==> config.mk <==
export PLATFORM = sky130hd
export DESIGN_NAME = decode_issue_pipe
export DESIGN_NICKNAME = d
export VERILOG_FILES = /design/src/rtl/decode_issue_pipe.sv
export SDC_FILE = /design/constraint.sdc
export NUM_CORES = 1
export LEC_CHECK = 0
export BUFFER_PORTS_ARGS = -buffer_cell sky130_fd_sc_hd__buf_4
export CAP_MARGIN = 20
export CORE_AREA = 2 2 151 153
export DETAILED_ROUTE_END_ITERATION = 10
export DIE_AREA = 0 0 153 155
export PLACE_DENSITY_LB_ADDON = 0.3
export SLEW_MARGIN = 0
export SYNTH_ARGS = -nofsm -noshare
export SYNTH_HDL_FRONTEND = slang
export SYNTH_SLANG_ARGS = --single-unit
==> constraint.sdc <==
create_clock -name clk -period 2.3 [get_ports clk]
set_clock_uncertainty 0.15 [all_clocks]
set_input_delay 0.46 -clock clk [delete_from_list [all_inputs] [get_ports clk]]
set_output_delay 0.46 -clock clk [all_outputs]
set_load 0.05 [all_outputs]
==> src/rtl/decode_issue_pipe.sv <==
// decode_issue_pipe: decode/issue stage carrying a decoded instruction bundle
// through DEPTH stages (stage 1 = EX ... stage DEPTH = WB), with a destination
// scoreboard that produces the RAW hazard and the issue stall internally.
// Optional feature macro: DECODE_ISSUE_FWD_EN (adds fwd_sel1/fwd_sel2; only a
// load in stage 1 stalls, every other match is forwarded).
module decode_issue_pipe #(
  parameter int XLEN   = 32,
  parameter int DEPTH  = 3,
  parameter int RA_W   = 5,
  parameter int CTRL_W = 16,
  parameter int CNT_W  = 16
) (
  input  logic                     clk,
  input  logic                     rst,
  input  logic                     in_valid,
  input  logic [CTRL_W-1:0]        in_ctrl,
  input  logic [RA_W-1:0]          in_rd,
  input  logic                     in_rd_wr,
  input  logic [RA_W-1:0]          in_rs1,
  input  logic [RA_W-1:0]          in_rs2,
  input  logic                     in_rs1_used,
  input  logic                     in_rs2_used,
  input  logic [XLEN-1:0]          in_op1,
  input  logic [XLEN-1:0]          in_op2,
  input  logic [XLEN-1:0]          in_imm,
  input  logic                     stall_ext,
  input  logic                     squash,
  input  logic                     flush,
  output logic                     in_ready,
  output logic                     hazard,
`ifdef DECODE_ISSUE_FWD_EN
  output logic [$clog2(DEPTH+1)-1:0] fwd_sel1,
  output logic [$clog2(DEPTH+1)-1:0] fwd_sel2,
`endif
  output logic [DEPTH-1:0]         st_valid,
  output logic [DEPTH*CTRL_W-1:0]  st_ctrl,
  output logic [DEPTH*RA_W-1:0]    st_rd,
  output logic [DEPTH-1:0]         st_rd_wr,
  output logic [XLEN-1:0]          ex_op1,
  output logic [XLEN-1:0]          ex_op2,
  output logic [DEPTH*XLEN-1:0]    st_imm,
  output logic [CNT_W-1:0]         stall_cnt
);

  // Stages checked by the scoreboard; stage DEPTH writes through the regfile.
  localparam int unsigned NCHK = DEPTH - 1;

  logic [DEPTH-1:0]             v_q;
  logic [DEPTH-1:0]             wr_q;
  logic [DEPTH-1:0][CTRL_W-1:0] ctrl_q;
  logic [DEPTH-1:0][RA_W-1:0]   rd_q;
  logic [DEPTH-1:0][XLEN-1:0]   imm_q;
  logic [XLEN-1:0]              op1_q;
  logic [XLEN-1:0]              op2_q;

  logic [DEPTH-1:0] m1;
  logic [DEPTH-1:0] m2;
  logic             issue;
  logic             load;

  // Scoreboard: per-stage source match; bubbles and r0 writers never match.
  always_comb begin
    m1 = '0;
    m2 = '0;
    for (int unsigned k = 0; k < NCHK; k++) begin
      if (v_q[k] && wr_q[k] && (rd_q[k] != '0)) begin
        m1[k] = in_rs1_used && (in_rs1 == rd_q[k]);
        m2[k] = in_rs2_used && (in_rs2 == rd_q[k]);
      end
    end
  end

  assign issue = in_valid & ~squash;

`ifdef DECODE_ISSUE_FWD_EN
  localparam int unsigned SW = $clog2(DEPTH+1);

  // Stage 1 is the youngest, so only a load sitting there cannot be forwarded.
  assign hazard = issue & (m1[0] | m2[0]) & ctrl_q[0][0];

  // Forward select: youngest matching stage wins (scan oldest to youngest).
  always_comb begin
    fwd_sel1 = '0;
    fwd_sel2 = '0;
    for (int unsigned j = 0; j < NCHK; j++) begin
      if (m1[NCHK-1-j]) fwd_sel1 = SW'(NCHK - j);
      if (m2[NCHK-1-j]) fwd_sel2 = SW'(NCHK - j);
    end
  end
`else
  assign hazard = issue & ((|m1) | (|m2));
`endif

  assign in_ready = ~stall_ext & ~hazard & ~flush;
  assign load     = issue & ~hazard;

  // Pipeline registers: flush beats stall_ext; hazard/squash inject a bubble.
  always_ff @(posedge clk) begin
    if (rst || flush) begin
      v_q    <= '0;
      wr_q   <= '0;
      ctrl_q <= '0;
      rd_q   <= '0;
      imm_q  <= '0;
      op1_q  <= '0;
      op2_q  <= '0;
    end else if (!stall_ext) begin
      for (int unsigned k = 1; k < DEPTH; k++) begin
        v_q[k]    <= v_q[k-1];
        wr_q[k]   <= wr_q[k-1];
        ctrl_q[k] <= ctrl_q[k-1];
        rd_q[k]   <= rd_q[k-1];
        imm_q[k]  <= imm_q[k-1];
      end
      v_q[0]    <= load;
      wr_q[0]   <= load & in_rd_wr;
      ctrl_q[0] <= load ? in_ctrl : '0;
      rd_q[0]   <= load ? in_rd   : '0;
      imm_q[0]  <= load ? in_imm  : '0;
      op1_q     <= load ? in_op1  : '0;
      op2_q     <= load ? in_op2  : '0;
    end
  end

  // Saturating count of cycles lost to RAW hazards; only reset clears it.
  always_ff @(posedge clk) begin
    if (rst) begin
      stall_cnt <= '0;
    end else if (hazard && !stall_ext && !flush && (stall_cnt != '1)) begin
      stall_cnt <= stall_cnt + CNT_W'(1);
    end
  end

  assign st_valid = v_q;
  assign st_rd_wr = wr_q & v_q;
  assign st_ctrl  = ctrl_q;
  assign st_rd    = rd_q;
  assign st_imm   = imm_q;
  assign ex_op1   = op1_q;
  assign ex_op2   = op2_q;

endmodule

---- Word level (Yosys, flattened, before mapping) ----
Cells that the tools add are included.
word-level totals
  input port bits ......................... 136
  word-level logic and storage cells ...... 59
  latch bits .............................. 0
  memories ................................ 0
  register bits ........................... 245
  bits in writable memories ............... 0
  bits in read-only memories .............. 0
  output and inout bits ................... 247
operators by class
  reduce and logical (&&, ||, !) cells .... 18
  $lt $le $gt $ge ......................... 0
  $add $sub $neg .......................... 1
  divide/modulo/power cells ............... 0
  mux-type cells .......................... 9
  $mul .................................... 0
  equal/unequal tests ..................... 5
  bitwise logic cells ..................... 12
  shifts and indexed selects .............. 0
operator list
  cell                                            count
  2-to-1 mux 32 bit                               3
  equality test 5 bit                             4
  adder 16 x 1 -> 16 bit (second input constant)  1
  2-to-1 mux 16 bit                               1
  inequality test 16 bit (second input constant)  1
  logical AND 1 bit                               11
  nonzero test 5 bit                              2
  bitwise AND 1 bit                               6
  2-to-1 mux 5 bit                                1
  2-to-1 mux 1 bit                                4
  inverter 1 bit                                  4
  OR reduction 2 bit                              2
  bitwise AND 3 bit                               1
  zero test 1 bit                                 2
  logical OR 1 bit                                1
  bitwise OR 1 bit                                1

---- Logic depth before layout (Yosys ltp) ----
Gate-level depths: netlist (run 1).
  depth in word-level cells ............... 9
  mapped depth ............................ 9
  depth with buffers taken out ............ 7

---- Worst setup path after synthesis (run 1) ----
Ideal clock, no wire load.
  path kind ............................... register to output
  start point ............................. register rd_q, in the netlist st_rd[5]
  end point ............................... output port in_ready
  setup slack ............................. -1149 ps
  cell stages (with the launch flop) ...... 6
  required time ........................... 1690 ps
  data arrival time ....................... 2839 ps
  buffers on the path ..................... 0
  path through ............................ dfxtp_1 or4_1 o21a_1 a22oi_1 nor2_1 nor3_1
on the way
  word-level cells in the longest chain between the ends .. 9
  elaborated cells on any way between the ends .. 15
  classes of those cells .................. eq/ne: 2; mux: 2; bitwise: 5; reduce/logical: 6
RTL lines
  item                                               RTL line    text
  from (decl)                                        51          logic [DEPTH-1:0][RA_W-1:0] rd_q;
  from (signal, indexed assignment)                  112         rd_q[k] <= rd_q[k-1];
  equality test 5 bit, or another cell as far along  67          m1[k] = in_rs1_used && (in_rs1 == rd_q[k]);
  logical AND 1 bit (on tied branches)               67, 66, 68
  2-to-1 mux 1 bit                                   66          if (v_q[k] && wr_q[k] && (rd_q[k] != '0)) begin
  OR reduction 2 bit                                 91          assign hazard = issue & ((|m1) | (|m2));
  bitwise OR 1 bit *                                 91
  bitwise AND 1 bit *                                91
  via hazard                                         30          output logic hazard,
  inverter 1 bit *                                   94          assign in_ready = ~stall_ext & ~hazard & ~flush;
  bitwise AND 1 bit * (2 in series)                  94
  to (decl)                                          29          output logic in_ready,
The timed path passes the listed nets; every way through them passes the cells marked *.

---- Worst setup path after layout (run 1) ----
  start point ............................. register rd_q, in the netlist st_rd[8]
  end point ............................... output port in_ready
on the way
  word-level cells in the longest chain between the ends .. 9
  elaborated cells on any way between the ends .. 15
  classes of those cells .................. eq/ne: 2; mux: 2; bitwise: 5; reduce/logical: 6
RTL lines
  item                                               RTL line
  equality test 5 bit, or another cell as far along  67
  logical AND 1 bit (on tied branches)               67, 66, 68
  2-to-1 mux 1 bit                                   66
  OR reduction 2 bit                                 91
  bitwise OR 1 bit *                                 91
  bitwise AND 1 bit *                                91
  inverter 1 bit *                                   94
  bitwise AND 1 bit * (2 in series)                  94
Mark *: on every way between the ends. The rest lies on a longest branch, timed or not.

==> impl_metrics.tcl, run 1 <==
set metrics [dict create \
    mostFrequentLayoutCell "buf_4" \
    synth_seq_area_share 0.573 \
    crit_fanout 2 \
    cts_buffers 27 \
    reg2reg_to "ex_op2[15]$_SDFFE_PP0N_" \
    wl_per_cell_um 17.0 \
    yosys_warnings 0 \
    drt_wl_total_mm 27.0 \
    yosysTopAreaCell "dfxtp_1" \
    clk_transition_reported_paths_ns 0.06 \
    grt_pass1_vias 7814 \
    whs_endpoint "ex_op2[4]$_SDFFE_PP0N_" \
    reg2reg_setup_slack_ns -0.38 \
    final_cell_mix "buf_4, dfxtp_1, nor2_1, a22o_1" \
    fin_crit_sh 1.25 \
    grt.overflow.total 0 \
    cts_sinks 245 \
    critical_path_arrival_ns 2.26 \
    insertion_delay_ns 0.52 \
    crit_buf_inv 2 \
    grt_use_total 0.212 \
    portBuffers 382 \
    start_util 0.385 \
    die_area_mm2 0.0237 \
    syn_area_mm2 0.00856 \
    ant_nets 0 \
    grt_pass1_wl_mm 41.6 \
    hold_class "primary input to register" \
    synthToLayoutAreaGrowth_pct 65.7 \
    synth_top_area_share 0.573 \
    timing.rr.start "st_rd[8]$_SDFFE_PP0N_" \
    final_nets 1421 \
    top_layer "met4" \
    detailedPlace.worstSlack_ns -0.198 \
    status "finished with violations" \
    maxCapViolCount 0 \
    violations "setup timing" \
    wl_met3_mm 1.89 \
    path_class "register to output pin" \
    totalPowerFinal_mw 9.32 \
    cp.required_ns 1.69 \
    remaining_drc_errors 0 \
    async_reset_ff_frac 0 \
    syn_avg_cell_area_um2 11.1 \
    core_area_mm2 0.0222 \
    dp_hpwl_mm 17.4 \
    cp-end-kind "output pin" \
    vias 7961 \
    cts-root-buf "clkbuf_16" \
    via_per_inst 5.01 \
    setup_viol 126 \
    finalHoldViolCount 0 \
    layout-drive-gt1-share 0.392 \
    rows 55 \
    slew_viol_final 0 \
    die_h_um 155 \
    crit_chain "or4_1 -> o21a_1 -> buf_6 -> a22oi_2 -> nor2_4 -> nor3_4 -> buf_6" \
    drt_iter0_markers 339 \
    min_from "in_op2[4]" \
    rsz0062_at_grt "yes" \
    fp.dieW_um 153 \
    synth.net_count 910 \
    fmax_mhz 349 \
    antenna_found_initial 1 \
    tightest_slew_ns 0.872 \
    route.met2.wl_mm 13.4 \
    cp_top_family "simple AND/OR/NAND/NOR gates" \
    dr.pass1.iters 4 \
    slew_headroom 0.419 \
    whs_path_depth 2 \
    synth_edf_count 0 \
    netlist_instances 773 \
    r2r_cells 7 \
    grt_max_degree 85 \
    worst_slack_ns -0.569 \
    ys_ff_latch 245 \
    synth_cell_types 38 \
    max_stage_delay_ns 0.51 \
    cts_tree "built" \
    m1WireLength_mm 10.6 \
    cellPowerDensity_mw_per_mm2 657 \
    cpMaxStageDelayCell "or4_1" \
    io_pins 383 \
    ys_dominant_reg_cell "dfxtp_1" \
    htreeDepth 1 \
    period_needed_ns 2.87 \
    crit_start "st_rd[8]$_SDFFE_PP0N_" \
    leakage_nw 6.45 \
    synth_area_leaders "dfxtp_1, mux2i_1, a22o_1" \
    utilization 0.638 \
    startpoint_type "register" \
    vdd_ir_drop_max_mv 0.532 \
    place_congestion 0.865 \
    crit_top_cell "buf_6" \
    place_area_mm2 0.0120 \
    clockBufferDepth 3 \
    fin_area_mm2 0.0142 \
]
stage by stage:
| step | cells | hold slack [ns] | setup TNS (ns) |
|---|---|---|---|
| after floorplan | 773 | 0.305 | -0.250 |
| after global placement | 1422 | 0.307 | -12.92 |
| after detailed placement | 1422 | 0.306 | -19.36 |
| after CTS | 1587 | 0.00206 | -37.33 |
| after global routing | 1588 | 0.00542 | -51.22 |
| final | 1588 | 0.0233 | -37.07 |
worst max path at each step:
stage	slack, ns	cells after the start	endpoint
2_1_floorplan	-0.25	5	in_ready
5_1_grt	-0.67	7	in_ready
3_3_place_gp	-0.13	7	stall_cnt[5]$_SDFFE_PP0P_
4_1_cts	-0.65	7	in_ready
3_5_place_dp	-0.20	6	ex_op1[16]$_SDFFE_PP0N_
6_report	-0.57	7	in_ready
metal layers:
metal	track usage	up-vias
met2	0.371	317
li1	-	3786
met1	0.251	3792
met5	0	-
met4	0.0833	0
met3	0.0513	66
registers in the layout, indices dropped and copies added, names as in the netlist:
name	count
st_imm	96
ex_op2	32
st_rd	15
stall_cnt	16
st_ctrl	48
st_valid	3
ex_op1	32
wr_q	3
timing repair:
item                                    in CTS  in global routing
buffers inserted                             7                  0
gates resized for setup                     29                  6
endpoints found under the hold margin      111                  0
endpoints found under the setup margin     131                135
pin swaps                                   12                  7
hold buffers                               111                  0
logic make-up after synthesis:
group | Yosys count | share of synthesized area
buf+inv | 59 | 0.0305
xor+xnor | 20 | 0.0205
compound gates | 146 | 0.142
mux | 117 | 0.138
fa+ha+maj | 1 | 0.00146
flops | 245 | 0.573
simple gates | 185 | 0.0948
area by class of cell:
cell class,count,area [µm²]
sequential,245,4930
inverter,4,15.0
clock inverter,5,60.1
clock buffer,42,832
fill,1697,8040
multi-input combinational,469,3570
antenna,1,2.50
timing repair buffer,537,4420
tap,285,357
cells in the mapped netlist (7+ instances only):
master    instances
buf_2            11
a22o_1          119
clkbuf_1         32
nor2_1          126
a21oi_1           8
nand4_1          10
nand2_1          10
mux2i_1         111
buf_1             8
o21ai_0           7
dfxtp_1         245
xnor2_1          20
power breakdown:
group / switching [mW] / leakage [nW] / internal [mW]
Sequential: 0.0221 / 1.98 / 4.27
Clock: 1.67 / 0.438 / 2.58
Combinational: 0.360 / 4.02 / 0.415
Power figures use the tool's default switching activity.
==> run 2: changes to the inputs <==
--- a/config.mk
+++ b/config.mk
@@ -8,6 +8,7 @@
 export BUFFER_PORTS_ARGS = -buffer_cell sky130_fd_sc_hd__buf_4
 export CAP_MARGIN = 20
 export CORE_AREA = 2 2 151 153
+export CTS_BUF_LIST = sky130_fd_sc_hd__clkbuf_8 sky130_fd_sc_hd__clkbuf_16
 export DETAILED_ROUTE_END_ITERATION = 10
 export DIE_AREA = 0 0 153 155
 export PLACE_DENSITY_LB_ADDON = 0.3
==> run 2 against run 1 <==
Compared with the run above: the run still ends with setup timing left; die area is the same; non-clock buffer count is the same; flip-flop and latch count is the same; sequential power is essentially flat; clock-buffer cell count shrank 5; global-route usage is the same; worst setup slack gained 0.00094 ns; register-to-register slack is essentially flat; utilization is the same; final cell count is the same; power shrank 0.23%; fmax is essentially flat; critical path type unchanged; largest cell class unchanged.
==> impl_metrics.tcl, run 2 (synthesis results as in run 1) <==
set metrics [dict create \
    remaining_drc_errors 0 \
    rows 55 \
    cts_tree "built" \
    grt.overflow.total 0 \
    grt_pass1_wl_mm 41.6 \
    portBuffers 382 \
    core_area_mm2 0.0222 \
    largest_reg_flops 96 \
    cts-root-buf "clkbuf_16" \
    cts_sinks 245 \
    period_needed_ns 2.87 \
    dr.pass1.iters 6 \
    place_congestion 0.865 \
    grt_use_total 0.212 \
    vias 7972 \
    clk_transition_reported_paths_ns 0.06 \
    setup_viol 126 \
    htreeDepth 1 \
    ant_nets 0 \
    critical_path_arrival_ns 2.26 \
    totalPowerFinal_mw 9.30 \
    final_nets 1421 \
    drt_iter0_markers 316 \
    crit_fanout 2 \
    violations "setup timing" \
    status "finished with violations" \
    drt_wl_total_mm 27.1 \
    fp.dieW_um 153 \
    final_cell_mix "buf_4, dfxtp_1, nor2_1, a22o_1" \
    layout-drive-gt1-share 0.392 \
    grt_max_degree 85 \
    worst_slack_ns -0.568 \
    path_class "register to output pin" \
    die_h_um 155 \
    dp_cells 1422 \
    clockBufferDepth 3 \
    cellPowerDensity_mw_per_mm2 655 \
    vdd_ir_drop_max_mv 0.531 \
    dp_hpwl_mm 17.4 \
    cp.required_ns 1.69 \
    start_util 0.385 \
    rsz0062_at_grt "yes" \
    grt_pass1_vias 7814 \
    cts_buffers 27 \
    place_area_mm2 0.0120 \
    timing.rr.start "st_rd[8]$_SDFFE_PP0N_" \
    tightest_slew_ns 0.905 \
    maxCapViolCount 0 \
    io_pins 383 \
    fin_crit_sh 1.25 \
    cp-end-kind "output pin" \
    die_area_mm2 0.0237 \
    whs_path_depth 2 \
    antenna_found_initial 1 \
    synthToLayoutAreaGrowth_pct 65.7 \
    startpoint_type "register" \
    insertion_delay_ns 0.52 \
    via_per_inst 5.02 \
    fmax_mhz 349 \
    crit_start "st_rd[8]$_SDFFE_PP0N_" \
    hold_class "primary input to register" \
    wl_per_cell_um 17.0 \
    r2r_cells 7 \
    final_cells 1588 \
    slew_viol_final 0 \
    slew_headroom 0.396 \
    min_from "in_op2[4]" \
    finalHoldViolCount 0 \
    mostFrequentLayoutCell "buf_4" \
    fin_area_mm2 0.0142 \
    leakage_nw 6.47 \
    utilization 0.638 \
]
-- run 2: cell count changes in the layout (fill, tap and decap cells not counted), sizes merged --
cell,delta
clkbuf,-5
inv,+5
-- run 2: worst max-delay path, stage by stage (launching register included) --
cell	delay, ns
dfxtp_2	0.32
or4_1	0.51
o21a_1	0.21
buf_6	0.12
a22oi_2	0.22
nor2_4	0.06
nor3_4	0.12
buf_6	0.18
-- run 2: final timing paths --
check	slack [ns]	endpoint
hold / removal	0.02	ex_op2[4]$_SDFFE_PP0N_
hold reg to reg	0.32	ex_op1[1]$_SDFFE_PP0N_
setup reg to reg	-0.37	ex_op2[18]$_SDFFE_PP0N_
setup / recovery	-0.57	in_ready
-- run 2: cell type report --
class	count	area, µm²
diodes	1	2.50
repair buffers	537	4420
multi-input cells	469	3570
inverters	4	15.0
clock buffers	37	813
flip-flops and latches	245	4930
fillers	1697	8040
well taps	285	357
clock inverters	10	78.8
-- run 2: metrics by stage --
stage	setup slack [ns]	hold WS, ns	setup TNS (ns)
global route	-0.667	0.00542	-51.26
CTS	-0.647	0.00206	-37.38
global placement	-0.135	0.307	-12.92
floorplan	-0.250	0.305	-0.250
finish	-0.568	0.0231	-36.72
detailed placement	-0.198	0.306	-19.36
-- run 2: where the power goes --
part	leakage, nW	internal (mW)	switching (mW)
combinational	4.02	0.415	0.360
sequential	1.98	4.27	0.0222
clock	0.459	2.56	1.67
-- run 2: timing repair --
item,CTS,global route
endpoints found under the setup margin,131,135
pin swaps,12,7
buffers inserted,7,0
gates resized for setup,29,6
hold endpoints to repair,111,0
hold buffers,111,0
-- run 2: per-layer routing --
metal  up-vias  share of wire  track usage
li1       3788              -            -
met1      3809           0.40        0.251
met5         -              0            0
met4         0          0.038       0.0833
met3        68          0.067       0.0513
met2       307           0.50        0.371
